==> src/rtl/uart_param_txrx_if.sv <==
// uart_param_txrx_if: serial pins plus TX/RX handshake signals of uart_param_txrx
// master: bus owner (drives tx_data_in, start, rx); slave: the UART core
interface uart_param_txrx_if #(parameter int DATA_WIDTH = 8);
  logic [DATA_WIDTH-1:0] tx_data_in;
  logic start;
  logic tx;
  logic tx_active;
  logic done_tx;
  logic rx;
  logic [DATA_WIDTH-1:0] rx_data_out;
  logic rx_valid;
  logic rx_frame_err;
  logic rx_parity_err;
  modport master (
    output tx_data_in, start, rx,
    input  tx, tx_active, done_tx, rx_data_out, rx_valid, rx_frame_err, rx_parity_err
  );
  modport slave (
    input  tx_data_in, start, rx,
    output tx, tx_active, done_tx, rx_data_out, rx_valid, rx_frame_err, rx_parity_err
  );
endinterface

==> src/rtl/uart_param_txrx.sv <==
// uart_param_txrx: parametrised full-duplex UART core, LSB-first, 1 start bit, DATA_WIDTH data bits
// Ports: clk, rst_n (async active-low); bus (slave modport):
//   TX side  tx_data_in, start -> tx (serial, idle high), tx_active, done_tx
//   RX side  rx (async serial) -> rx_data_out, rx_valid, rx_frame_err, rx_parity_err
// Build option: define UART_PARITY_EN to add a parity bit (^data ^ PARITY_ODD) after the data bits
module uart_param_txrx #(
  parameter int CLK_FREQ   = 50000000,
  parameter int BAUD_RATE  = 19200,
  parameter int DATA_WIDTH = 8,
  parameter int STOP_BITS  = 1,
  parameter int PARITY_ODD = 0
) (
  input logic clk,
  input logic rst_n,
  uart_param_txrx_if.slave bus
);
  localparam int CPB = CLK_FREQ / BAUD_RATE;
  localparam int CW  = $clog2(STOP_BITS * CPB);
  localparam int BW  = $clog2(DATA_WIDTH);
  typedef enum logic [2:0] {
    S_IDLE,
    S_START,
    S_DATA,
`ifdef UART_PARITY_EN
    S_PARITY,
`endif
    S_STOP
  } state_t;
  state_t tx_state_q, tx_state_d;
  logic [CW-1:0] tx_cnt_q, tx_cnt_d;
  logic [BW-1:0] tx_bit_q, tx_bit_d;
  logic [DATA_WIDTH-1:0] tx_buf_q, tx_buf_d;
  logic tx_bit_end, tx_stop_end, tx_accept;
  assign tx_bit_end  = tx_cnt_q == CW'(CPB - 1);
  assign tx_stop_end = tx_state_q == S_STOP && tx_cnt_q == CW'(STOP_BITS * CPB - 1);
  // the last stop cycle counts as idle so a held start chains frames with no gap
  assign tx_accept   = bus.start && (tx_state_q == S_IDLE || tx_stop_end);
  always_ff @(posedge clk or negedge rst_n) begin
    if (!rst_n) begin
      tx_state_q <= S_IDLE;
      tx_cnt_q   <= '0;
      tx_bit_q   <= '0;
      tx_buf_q   <= '0;
    end else begin
      tx_state_q <= tx_state_d;
      tx_cnt_q   <= tx_cnt_d;
      tx_bit_q   <= tx_bit_d;
      tx_buf_q   <= tx_buf_d;
    end
  end
  always_comb begin
    tx_state_d = tx_state_q;
    tx_cnt_d   = tx_cnt_q + 1'b1;
    tx_bit_d   = tx_bit_q;
    tx_buf_d   = tx_buf_q;
    case (tx_state_q)
      S_IDLE: tx_cnt_d = '0;
      S_START: if (tx_bit_end) begin
        tx_state_d = S_DATA;
        tx_cnt_d   = '0;
        tx_bit_d   = '0;
      end
      // rotate so bit 0 is always on the line; a full rotation restores the byte
      S_DATA: if (tx_bit_end) begin
        tx_cnt_d = '0;
        tx_bit_d = tx_bit_q + 1'b1;
        tx_buf_d = {tx_buf_q[0], tx_buf_q[DATA_WIDTH-1:1]};
        if (tx_bit_q == BW'(DATA_WIDTH - 1))
`ifdef UART_PARITY_EN
          tx_state_d = S_PARITY;
`else
          tx_state_d = S_STOP;
`endif
      end
`ifdef UART_PARITY_EN
      S_PARITY: if (tx_bit_end) begin
        tx_state_d = S_STOP;
        tx_cnt_d   = '0;
      end
`endif
      S_STOP: if (tx_stop_end) begin
        tx_state_d = S_IDLE;
        tx_cnt_d   = '0;
      end
      default: tx_state_d = S_IDLE;
    endcase
    if (tx_accept) begin
      tx_state_d = S_START;
      tx_cnt_d   = '0;
      tx_buf_d   = bus.tx_data_in;
    end
  end
  always_comb begin
    bus.tx = 1'b1;
    if (tx_state_q == S_START) bus.tx = 1'b0;
    if (tx_state_q == S_DATA) bus.tx = tx_buf_q[0];
`ifdef UART_PARITY_EN
    if (tx_state_q == S_PARITY) bus.tx = ^tx_buf_q ^ 1'(PARITY_ODD);
`endif
    bus.done_tx   = tx_stop_end;
    bus.tx_active = tx_state_q != S_IDLE && !tx_stop_end;
  end
  state_t rx_state_q, rx_state_d;
  logic rx_s1_q, rx_s2_q, rx_prev_q;
  logic [CW-1:0] rx_cnt_q, rx_cnt_d;
  logic [BW-1:0] rx_bit_q, rx_bit_d;
  logic [DATA_WIDTH-1:0] rx_shift_q, rx_shift_d, rx_data_q, rx_data_d;
  logic rx_valid_q, rx_valid_d, rx_ferr_q, rx_ferr_d, rx_sample;
`ifdef UART_PARITY_EN
  logic rx_par_q, rx_par_d, rx_perr_q, rx_perr_d;
`endif
  // half a bit after the falling edge in START, then a full bit between samples
  assign rx_sample = rx_cnt_q == (rx_state_q == S_START ? CW'(CPB / 2 - 1) : CW'(CPB - 1));
  always_ff @(posedge clk or negedge rst_n) begin
    if (!rst_n) begin
      rx_s1_q    <= 1'b1;
      rx_s2_q    <= 1'b1;
      rx_prev_q  <= 1'b1;
      rx_state_q <= S_IDLE;
      rx_cnt_q   <= '0;
      rx_bit_q   <= '0;
      rx_shift_q <= '0;
      rx_data_q  <= '0;
      rx_valid_q <= 1'b0;
      rx_ferr_q  <= 1'b0;
`ifdef UART_PARITY_EN
      rx_par_q   <= 1'b0;
      rx_perr_q  <= 1'b0;
`endif
    end else begin
      rx_s1_q    <= bus.rx;
      rx_s2_q    <= rx_s1_q;
      rx_prev_q  <= rx_s2_q;
      rx_state_q <= rx_state_d;
      rx_cnt_q   <= rx_cnt_d;
      rx_bit_q   <= rx_bit_d;
      rx_shift_q <= rx_shift_d;
      rx_data_q  <= rx_data_d;
      rx_valid_q <= rx_valid_d;
      rx_ferr_q  <= rx_ferr_d;
`ifdef UART_PARITY_EN
      rx_par_q   <= rx_par_d;
      rx_perr_q  <= rx_perr_d;
`endif
    end
  end
  always_comb begin
    rx_state_d = rx_state_q;
    rx_cnt_d   = rx_sample ? '0 : rx_cnt_q + 1'b1;
    rx_bit_d   = rx_bit_q;
    rx_shift_d = rx_shift_q;
    rx_data_d  = rx_data_q;
    rx_valid_d = 1'b0;
    rx_ferr_d  = rx_ferr_q;
`ifdef UART_PARITY_EN
    rx_par_d   = rx_par_q;
    rx_perr_d  = rx_perr_q;
`endif
    case (rx_state_q)
      // a 1->0 edge is required, so a line stuck low after a frame error never retriggers
      S_IDLE: begin
        rx_cnt_d = '0;
        if (rx_prev_q && !rx_s2_q) rx_state_d = S_START;
      end
      S_START: if (rx_sample) begin
        rx_state_d = rx_s2_q ? S_IDLE : S_DATA;
        rx_bit_d   = '0;
      end
      S_DATA: if (rx_sample) begin
        rx_shift_d = {rx_s2_q, rx_shift_q[DATA_WIDTH-1:1]};
        rx_bit_d   = rx_bit_q + 1'b1;
        if (rx_bit_q == BW'(DATA_WIDTH - 1))
`ifdef UART_PARITY_EN
          rx_state_d = S_PARITY;
`else
          rx_state_d = S_STOP;
`endif
      end
`ifdef UART_PARITY_EN
      S_PARITY: if (rx_sample) begin
        rx_par_d   = rx_s2_q;
        rx_state_d = S_STOP;
      end
`endif
      S_STOP: if (rx_sample) begin
        rx_data_d  = rx_shift_q;
        rx_ferr_d  = ~rx_s2_q;
        rx_valid_d = 1'b1;
        rx_state_d = S_IDLE;
`ifdef UART_PARITY_EN
        rx_perr_d  = (^rx_shift_q ^ 1'(PARITY_ODD)) != rx_par_q;
`endif
      end
      default: rx_state_d = S_IDLE;
    endcase
  end
  always_comb begin
    bus.rx_data_out  = rx_data_q;
    bus.rx_valid     = rx_valid_q;
    bus.rx_frame_err = rx_ferr_q;
`ifdef UART_PARITY_EN
    bus.rx_parity_err = rx_perr_q;
`else
    bus.rx_parity_err = 1'b0;
`endif
  end
endmodule

==> src/flat_wrapper.sv <==
// flat-port wrapper written by rule: the top's interface ports become plain ports
module uart_param_txrx_flat 
#(
  parameter int CLK_FREQ   = 50000000,
  parameter int BAUD_RATE  = 19200,
  parameter int DATA_WIDTH = 8,
  parameter int STOP_BITS  = 1,
  parameter int PARITY_ODD = 0
)
  (clk, rst_n, bus_tx_data_in, bus_start, bus_rx, bus_tx, bus_tx_active, bus_done_tx, bus_rx_data_out, bus_rx_valid, bus_rx_frame_err, bus_rx_parity_err);
  uart_param_txrx_if #(.DATA_WIDTH(DATA_WIDTH)) bus_i ();
  input logic clk;
  input logic rst_n;
  input wire logic [$bits(bus_i.tx_data_in)-1:0] bus_tx_data_in;
  input wire logic [$bits(bus_i.start)-1:0] bus_start;
  input wire logic [$bits(bus_i.rx)-1:0] bus_rx;
  output wire logic [$bits(bus_i.tx)-1:0] bus_tx;
  output wire logic [$bits(bus_i.tx_active)-1:0] bus_tx_active;
  output wire logic [$bits(bus_i.done_tx)-1:0] bus_done_tx;
  output wire logic [$bits(bus_i.rx_data_out)-1:0] bus_rx_data_out;
  output wire logic [$bits(bus_i.rx_valid)-1:0] bus_rx_valid;
  output wire logic [$bits(bus_i.rx_frame_err)-1:0] bus_rx_frame_err;
  output wire logic [$bits(bus_i.rx_parity_err)-1:0] bus_rx_parity_err;
  assign bus_i.tx_data_in = bus_tx_data_in;
  assign bus_i.start = bus_start;
  assign bus_i.rx = bus_rx;
  assign bus_tx = bus_i.tx;
  assign bus_tx_active = bus_i.tx_active;
  assign bus_done_tx = bus_i.done_tx;
  assign bus_rx_data_out = bus_i.rx_data_out;
  assign bus_rx_valid = bus_i.rx_valid;
  assign bus_rx_frame_err = bus_i.rx_frame_err;
  assign bus_rx_parity_err = bus_i.rx_parity_err;
  uart_param_txrx #(.CLK_FREQ(CLK_FREQ), .BAUD_RATE(BAUD_RATE), .DATA_WIDTH(DATA_WIDTH), .STOP_BITS(STOP_BITS), .PARITY_ODD(PARITY_ODD)) u_core (.clk(clk), .rst_n(rst_n), .bus(bus_i));
endmodule
==> config.mk <==
export PLATFORM = sky130hd
export DESIGN_NAME = uart_param_txrx_flat
export DESIGN_NICKNAME = d
export VERILOG_FILES = /design/src/rtl/uart_param_txrx_if.sv /design/src/rtl/uart_param_txrx.sv /design/src/flat_wrapper.sv
export SDC_FILE = /design/constraint.sdc
export NUM_CORES = 1
export LEC_CHECK = 0
export BUFFER_PORTS_ARGS = -buffer_cell sky130_fd_sc_hd__buf_2
export CAP_MARGIN = 20
export CORE_AREA = 2 2 63 124
export CTS_CLUSTER_SIZE = 20
export DETAILED_ROUTE_END_ITERATION = 7
export DIE_AREA = 0 0 65 126
export GPL_ROUTABILITY_DRIVEN = 0
export SLEW_MARGIN = 20
export SYNTH_ARGS = -nofsm -noshare
export SYNTH_HDL_FRONTEND = slang
export SYNTH_SLANG_ARGS = --single-unit
==> constraint.sdc <==
create_clock -name clk -period 2.6 [get_ports clk]
set_input_delay 0.39 -clock clk [delete_from_list [all_inputs] [get_ports clk]]
set_output_delay 0.39 -clock clk [all_outputs]
set_load 0.03 [all_outputs]
==> qor.yml, run 1 <==
placed_design:
  place.detailed.hpwl_um: 4050
  portBuffers: 24
pwr:
  p_per_area_mw_per_mm2: 696
  total_power_mw: 2.51
  leakage_nw: 1.77
  vdd_drop_max_uv: 425
synthesis:
  yosys-top-cells-area: "dfrtp_1 (49%), ha_1 (6.5%), nor2_1 (4.5%)"
  yosys.area.top_type_share_pct: 48.7
  yosysTopAreaCell: "dfrtp_1"
  yosysSeqAreaShare_pct: 51.2
  yosysUniqueCellTypes: 41
  synth.net_count: 309
  ys_top_cells_by_count: "dfrtp_1 (60), nor2_1 (37), nand2_1 (24)"
  syn_inst: 281
  synth_seq_cells: 63
  avgSynthCellArea_um2: 11.0
  synth_warnings: 0
  synth_area_mm2: 0.00308
  synth_flop_cell: "dfrtp_1"
  ys_async_sr_fraction_pct: 100
  synth_edf_count: 0
  synth.most_common_cell: "dfrtp_1"
global_routing:
  antenna_found_initial: 0
  grt_pass1_wl_um: 9910
  grt-ovfl-total: 0
  grt_pass1_vias: 2199
  grt_max_degree: 64
  grt.total_usage_pct: 15.8
hold_path:
  hp-class: "primary input to flip-flop"
  min-delay-start: "bus_rx"
routing:
  vias: 2117
  drc: 0
  routedWlPerCell_um: 14.1
  vias_per_cell: 5.21
  ant_nets: 0
  drt_wl_total_um: 5730
  dr.pass1.iters: 4
  drtIter0Drc: 50
sta:
  worstMarginPinSlew_ps: 993
  maxClockFrequency_mhz: 445
  min_period_over_period_pct: 86.4
  hold_viol_final: 0
  rsz0062_at_grt: "no"
  finalSetupViolCount: 0
  slew_viol_final: 0
  max-slew-margin-rel_pct: 33.5
  fin_worst_hold_slack_ps: 162
  skew_ps: 6.28
  fin_setup_tns_ps: 0
  fin_crit_ps: 2250
finish:
  fin_nets: 338
  fill_cells: 669
  drive_gt1_share_pct: 21.3
  area_growth_pct: 17.1
  n_antenna_cell: 0
clock_tree:
  clk_latency_ps: 330
  postCtsSetupRepairBufs: 0
  clk_pin_slew_worst_paths_ps: 50
  cts_tree: "yes"
  cts_hold_buf: 0
  cts_resized: 0
  clock_sinks: 63
  clk_root_buffer_cell: "clkbuf_16"
  cts_made_buffers: 9
  htree_levels: 3
  clock_path_buffers: 2
floorplan:
  core_mm2: 0.00721
  start_util_pct: 42.8
  io_pins: 26
  die_w_um: 65
  dieArea_mm2: 0.00819
  row_count: 44
  die_h_um: 126
worst_setup_path:
  slowest_stage: "o211ai_1"
  required_ps: 2810
  path_buf_inv: 1
  cp_top_family: "compound AO/OA/AOI/OAI gates"
  startpoint_type: "flip-flop"
  path_class: "flip-flop to flip-flop"
  cp.arrival_ps: 2450
  worst-path-max-fanout: 11
  endpoint_kind: "flip-flop"
  slowest_delay_ps: 790
  r2r-start: "u_core.rx_state_q[1]"
  critPathLaunch: "u_core.rx_state_q[1]"
  crit_chain: "inv_1 > ha_1 > nor4_2 > o211ai_1 > mux2_2"
job:
  maxCapViolations: 0
status:
  status: "complete, no violations"
-- area by class of cell --
| type | count | area, um2 | share of cell area, % |
|---|---|---|---|
| Inverter | 14 | 52.6 | 1.46 |
| Sequential cell | 63 | 1580 | 43.8 |
| Clock buffer | 9 | 225 | 6.24 |
| Tap cell | 92 | 115 | 3.19 |
| Multi-Input combinational cell | 194 | 1400 | 38.8 |
| Timing Repair Buffer | 28 | 150 | 4.16 |
| Clock inverter | 6 | 86.3 | 2.39 |
-- worst paths after layout --
check                                            endpoint  slack, ps  cells past startpoint
worst max-delay path            u_core.bus.rx_data_out[6]        350                      5
worst min-delay path                       u_core.rx_s1_q        160                      1
worst max register to register  u_core.bus.rx_data_out[6]        350                      5
worst min register to register             u_core.rx_s2_q        350                      0
max in group asynchronous              u_core.rx_bit_q[0]       1840                      2
min in group asynchronous              u_core.tx_cnt_q[9]        220                      2
-- sequential cells by signal, summed over array words and instances (netlist names), 2 cells and up --
| register | count |
|---|---|
| u_core.rx_cnt_q | 12 |
| u_core.tx_cnt_q | 12 |
| u_core.bus.rx_data_out | 8 |
| u_core.rx_shift_q | 8 |
| u_core.tx_buf_q | 8 |
| u_core.rx_bit_q | 3 |
| u_core.tx_bit_q | 3 |
| u_core.rx_state_q | 2 |
| u_core.tx_state_q | 2 |
-- worst reg2reg max path, delay by kind of cell, from the launching register on --
family	cells	cell delay, ps
buf+inv	1	120
flops	1	400
fa+ha+maj	1	300
mux	1	420
compound gates	1	790
simple gates	1	100
-- per-layer routing --
| metal | global-route usage (%) | vias up | wire length (um) |
|---|---|---|---|
| met2 | 27.7 | 26 | 3180 |
| met5 | 0 | - | 0 |
| met1 | 16.8 | 1047 | 2230 |
| met3 | 3.75 | 13 | 171 |
| met4 | 9.01 | 0 | 148 |
| li1 | - | 1031 | - |
-- metrics by stage --
| stage | cells | worst slack (ps) | util (%) | instance area, um2 |
|---|---|---|---|---|
| finish | 406 | 353 | 50.1 | 3610 |
| global route | 406 | 200 | 50.1 | 3610 |
| CTS | 406 | 315 | 50.1 | 3610 |
| detailed placement | 391 | 373 | 45.7 | 3300 |
| global placement | 391 | 417 | 45.7 | 3300 |
| floorplan | 281 | 453 | - | 3080 |
-- report_power, final --
group / total, mW / leakage, nW / switching, mW / internal (mW)
Sequential: 1.05 / 0.822 / 0.0358 / 1.02
Combinational: 0.213 / 0.800 / 0.140 / 0.0728
Clock: 1.25 / 0.151 / 0.418 / 0.830
-- cell usage in the layout, fill, tap and decap left out, drive strengths merged, types with 4 or more instances in the layout --
master,Yosys,final
mux2i,9,9
o211ai,5,5
o21ai,13,13
dfrtp,60,60
xnor2,12,12
nand2,24,24
inv,14,14
clkbuf,4,9
nor2,37,37
mux2,18,18
and3,4,4
nand4,4,4
a22o,5,5
buf,6,28
nand3,11,11
ha,16,16
xor2,8,8
-- cells by family after synthesis --
group | after synthesis | synth area share [%]
AND/OR/NAND/NOR | 97 | 15.4
flip-flops | 63 | 51.2
AO/OA/AOI/OAI | 33 | 7.30
multiplexers | 27 | 10.5
buffers and inverters | 24 | 3.33
XOR/XNOR | 20 | 5.68
adder cells (fa/ha/maj) | 16 | 6.49
other | 1 | 0.122
(Power assumes the default switching activity.)
==> inputs of run 2 (changes only) <==
--- a/config.mk
+++ b/config.mk
@@ -7,11 +7,12 @@
 export LEC_CHECK = 0
 export BUFFER_PORTS_ARGS = -buffer_cell sky130_fd_sc_hd__buf_2
 export CAP_MARGIN = 20
-export CORE_AREA = 2 2 63 124
+export CORE_AREA = 2 2 59 117
 export CTS_CLUSTER_SIZE = 20
 export DETAILED_ROUTE_END_ITERATION = 7
-export DIE_AREA = 0 0 65 126
+export DIE_AREA = 0 0 61 119
 export GPL_ROUTABILITY_DRIVEN = 0
+export PLACE_DENSITY = 0.67
 export SLEW_MARGIN = 20
 export SYNTH_ARGS = -nofsm -noshare
 export SYNTH_HDL_FRONTEND = slang
==> run 2 against run 1 <==
Maximum frequency decreased by 4.1%. Global-route usage increased by 1.7 points. Final cell count decreased by 0.74%. Largest cell class unchanged. Highest routed layer unchanged.
==> qor.yml, run 2 (synthesis gave the netlist of run 1 again) <==
status:
  status: "complete, no violations"
global_routing:
  use_met3_pct: 5.43
  grt_pass1_vias: 2189
  grt_max_degree: 26
  met2_usage_pct: 26.8
  grt_pass1_wl_um: 9530
  grt.total_usage_pct: 17.5
  grt_busiest_layer: "met2"
  grt-ovfl-total: 0
  antenna_found_initial: 0
  grt_util_met1_pct: 21.7
finish:
  n_antenna_cell: 0
  area_growth_pct: 18.4
  fin_nets: 339
  drive_gt1_share_pct: 21.0
  fill_cells: 580
  final_cell_mix: "dfrtp_1 (60), nor2_1 (37), nand2_1 (24), buf_2 (24), ha_1 (16)"
  final_cells: 403
  final_common_cell: "dfrtp_1"
  postLayoutCoreUtil_pct: 56.5
  reg_top3: "u_core.rx_cnt_q x12, u_core.tx_cnt_q x12"
clock_tree:
  clk_pin_slew_worst_paths_ps: 50
  postCtsSetupRepairBufs: 0
  cts_tree: "yes"
  cts_made_buffers: 9
  clock_sinks: 63
  clk_latency_ps: 320
  clock_path_buffers: 2
  clk_root_buffer_cell: "clkbuf_16"
  htree_levels: 3
sta:
  hold_viol_final: 0
  fin_crit_ps: 2340
  rsz0062_at_grt: "no"
  fin_setup_tns_ps: 0
  maxClockFrequency_mhz: 427
  finalSetupViolCount: 0
  skew_ps: 4.79
  slew_viol_final: 0
  worstMarginPinSlew_ps: 893
  max-slew-margin-rel_pct: 40.2
  min_period_over_period_pct: 90.1
worst_setup_path:
  startpoint_type: "flip-flop"
  crit_chain: "nor4b_2 > nand3_1 > nor2_1 > buf_2"
  critPathLaunch: "u_core.tx_cnt_q[7]"
  cp_top_family: "simple AND/OR/NAND/NOR gates"
  worst-path-max-fanout: 8
  r2r-start: "u_core.rx_state_q[1]"
  required_ps: 2210
  endpoint_kind: "output pin"
  cp.arrival_ps: 1950
  reg2reg_setup_slack_ps: 430
  slowest_delay_ps: 440
  slowest_stage: "dfrtp_1"
  r2r_end: "u_core.rx_shift_q[2]"
  crit_end: "bus_done_tx"
  path_buf_inv: 1
  path_class: "flip-flop to output pin"
  r2r_cells: 7
  critical_path_depth: 4
placed_design:
  dp.cells: 387
  portBuffers: 24
  place.detailed.hpwl_um: 3900
job:
  maxCapViolations: 0
floorplan:
  row_count: 42
  die_w_um: 61
  start_util_pct: 47.7
  io_pins: 26
  die_h_um: 119
  core_mm2: 0.00646
  dieArea_mm2: 0.00726
hold_path:
  hp-class: "primary input to flip-flop"
routing:
  routedWlPerCell_um: 13.7
  drc: 0
  vias_per_cell: 5.22
  dr.pass1.iters: 4
  drt_wl_total_um: 5500
  ant_nets: 0
  drtIter0Drc: 102
  vias: 2103
pwr:
  p_per_area_mw_per_mm2: 723
  leakage_nw: 1.80
  vdd_drop_max_uv: 559
  total_power_mw: 2.64
==> run 2: cell types whose count changed in the layout (fill, tap and decap cells not counted), sizes merged <==
cell,delta
clkbuf,+3
clkinv,-3
bufinv,+1
clkinvlp,-1
dlygate4sd3,+1
==> run 2: worst reg2reg max path, stage by stage, from the launching register on <==
cell	delay, ps
dfrtp_1	390
inv_1	120
ha_1	300
nand2_1	100
nor4_2	260
o21ai_1	130
or2_1	390
mux2_4	360
==> run 2: worst min-delay path by stage <==
stage | from | end | cells past startpoint | slack [ps]
floorplan | rst_n | u_core.bus.rx_data_out[0] | 0 | 90
global route | bus_rx | u_core.rx_s1_q | 1 | 160
global placement | rst_n | u_core.tx_bit_q[1] | 1 | 330
finish | bus_rx | u_core.rx_s1_q | 1 | 170
detailed placement | rst_n | u_core.tx_bit_q[0] | 1 | 340
CTS | bus_rx | u_core.rx_s1_q | 1 | 150
==> run 2: through the flow <==
stage | setup slack, ps | instance area (um2) | hold slack [ps]
after floorplan | 453 | 3080 | 94.4
after global placement | 521 | 3290 | 327
after detailed placement | 435 | 3290 | 338
after CTS | 258 | 3650 | 153
after global routing | 97.8 | 3650 | 156
final | 258 | 3650 | 168
==> run 2: area by class of cell <==
type | instances | area [um2] | area share (%)
flip-flops and latches | 63 | 1580 | 43.3
inverters | 14 | 52.6 | 1.44
repair buffers | 29 | 160 | 4.39
clock inverters | 3 | 90.1 | 2.47
clock buffers | 12 | 256 | 7.03
well taps | 88 | 110 | 3.02
multi-input cells | 194 | 1400 | 38.4
==> run 2: timing repair <==
action	in CTS	in global routing
hold buffers	1	0
gates resized for setup	0	0
hold endpoints to repair	16	0
endpoints found under the setup margin	0	0
==> run 2: report_power, final <==
part	leakage (nW)	switching, mW	internal [mW]
clock	0.169	0.389	0.982
sequential	0.822	0.0387	1.02
combinational	0.805	0.137	0.0759
==> run 2: layer usage <==
metal,part of all wire (%),vias up
met4,1.7,0
li1,-,1028
met1,43,1022
met2,52,45
met3,3.3,8
met5,0,-
==> inputs of run 3 (changes only) <==
--- a/config.mk
+++ b/config.mk
@@ -7,12 +7,12 @@
 export LEC_CHECK = 0
 export BUFFER_PORTS_ARGS = -buffer_cell sky130_fd_sc_hd__buf_2
 export CAP_MARGIN = 20
-export CORE_AREA = 2 2 59 117
+export CORE_AREA = 2 2 105 66
 export CTS_CLUSTER_SIZE = 20
 export DETAILED_ROUTE_END_ITERATION = 7
-export DIE_AREA = 0 0 61 119
+export DIE_AREA = 0 0 107 68
 export GPL_ROUTABILITY_DRIVEN = 0
-export PLACE_DENSITY = 0.67
+export PLACE_DENSITY = 0.68
 export SLEW_MARGIN = 20
 export SYNTH_ARGS = -nofsm -noshare
 export SYNTH_HDL_FRONTEND = slang
==> run 3 against run 2 <==
Sequential share of layout area is 2.2 points higher. Via count is 2.8% lower. Register-to-register slack worse by 100 ps. Clock skew is 5.0 ps higher. Cell area is 4.9% lower. Core utilization is 2.4 points lower. Power is 24% lower. Maximum frequency is 2.4% higher. Worst hold slack worse by 130 ps. Combinational power hardly changed. Clock-buffer cell count is 1 lower. Flip-flop and latch count stayed put.
==> qor.yml, run 3 (synthesis gave the netlist of run 1 again) <==
placed_design:
  pre_cts_ws_ps: 307
  portBuffers: 24
  placed_area_mm2: 0.00330
  dp.cells: 385
  place.detailed.hpwl_um: 3820
routing:
  drt_wl_total_um: 5430
  vias: 2045
  drtIter0Drc: 118
  ant_nets: 0
  drc: 0
  vias_per_cell: 5.10
  dr.pass1.iters: 4
  routedWlPerCell_um: 13.5
sta:
  slew_viol_final: 0
  skew_ps: 9.78
  hold_viol_final: 0
  fin_setup_tns_ps: 0
  rsz0062_at_grt: "no"
  min_period_over_period_pct: 88.0
  fin_worst_hold_slack_ps: 34.8
  fin_crit_ps: 2290
  fin_ws_ps: 312
  maxClockFrequency_mhz: 437
  worstMarginPinSlew_ps: 1000
  finalSetupViolCount: 0
  max-slew-margin-rel_pct: 32.8
worst_setup_path:
  path_class: "flip-flop to output pin"
  worst-path-max-fanout: 8
  r2r-start: "u_core.rx_state_q[1]"
  required_ps: 2210
  endpoint_kind: "output pin"
  startpoint_type: "flip-flop"
  reg2reg_setup_slack_ps: 330
  r2r_cells: 5
  cp.arrival_ps: 1900
  r2r_end: "u_core.bus.rx_data_out[6]"
clock_tree:
  clk_latency_ps: 350
  cts_resized: 0
  postCtsSetupRepairBufs: 0
  clk_pin_slew_worst_paths_ps: 70
  clock_path_buffers: 2
  cts_tree: "yes"
  cts_made_buffers: 9
  cts_hold_buf: 0
  clk_root_buffer_cell: "clkbuf_8"
  htree_levels: 3
  clock_sinks: 63
global_routing:
  grt_pass1_wl_um: 9180
  grt-ovfl-total: 0
  grt.total_usage_pct: 17.0
  grt_pass1_vias: 1880
  grt_max_degree: 41
  antenna_found_initial: 0
finish:
  area_growth_pct: 12.6
  fin_nets: 337
  reg_top3: "u_core.rx_cnt_q x12, u_core.tx_cnt_q x12"
  postLayoutCoreUtil_pct: 54.1
  final_common_cell: "dfrtp_1"
  drive_gt1_share_pct: 21.0
  final_cell_mix: "dfrtp_1 (60), nor2_1 (37), nand2_1 (24), buf_2 (24), ha_1 (16)"
  fill_cells: 569
  stdcell_area_mm2: 0.00347
  n_antenna_cell: 0
  final_cells: 401
floorplan:
  core_mm2: 0.00642
  die_h_um: 68
  die_w_um: 107
  start_util_pct: 48.1
  row_count: 23
  dieArea_mm2: 0.00728
  io_pins: 26
status:
  status: "complete, no violations"
pwr:
  leakage_nw: 1.71
  total_power_mw: 2.02
  p_per_area_mw_per_mm2: 581
  vdd_drop_max_uv: 443
hold_path:
  hp-class: "primary input to asynchronous set/reset pin"
job:
  maxCapViolations: 0
-- run 3: cell types whose count changed in the layout (fill, tap and decap cells not counted) --
cell           previous run  this run
dlygate4sd3_1             1         0
clkinvlp_4                0         2
clkbuf_8                  2        10
clkbuf_16                 9         0
bufinv_16                 3         0
buf_4                     4         2
clkinv_2                  0         2
buf_12                    0         1
clkinv_4                  0         1
-- run 3: report_power, final --
part	total [mW]	switching, mW	internal, mW
clock	0.750	0.381	0.369
combinational	0.213	0.138	0.0750
sequential	1.05	0.0376	1.02
total	2.02	0.557	1.46
-- run 3: routing by layer --
layer	wire (um)	GRT usage (%)	share of wire [%]
met5	0	0	0
met4	89	7.79	1.6
met3	237	6.00	4.4
met2	2080	22.3	38
met1	3020	24.8	56
-- run 3: worst max-delay path by stage --
stage / startpoint / to / slack (ps)
finish: u_core.tx_cnt_q[6] / bus_done_tx / 310
CTS: u_core.tx_cnt_q[6] / bus_done_tx / 300
global placement: u_core.rx_state_q[1] / u_core.bus.rx_data_out[0] / 400
detailed placement: u_core.rx_state_q[1] / u_core.bus.rx_data_out[6] / 310
floorplan: u_core.tx_cnt_q[0] / u_core.tx_buf_q[5] / 450
global route: u_core.rx_state_q[1] / u_core.bus.rx_data_out[6] / 130
-- run 3: critical path, stage by stage (launching register included) --
cell and delay (ps):
dfrtp_1 430, nor3b_1 430, nand3_1 330, nor2_1 150
buf_2 210
-- run 3: area by class of cell --
type                       instances  area, um2  share of cell area, %
sequential                        63       1580                   45.5
clock inverter                     5       33.8                  0.973
clock buffer                      11        141                   4.07
tap                               87        109                   3.13
multi-input combinational        194       1400                   40.3
inverter                          14       52.6                   1.51
timing repair buffer              27        155                   4.47
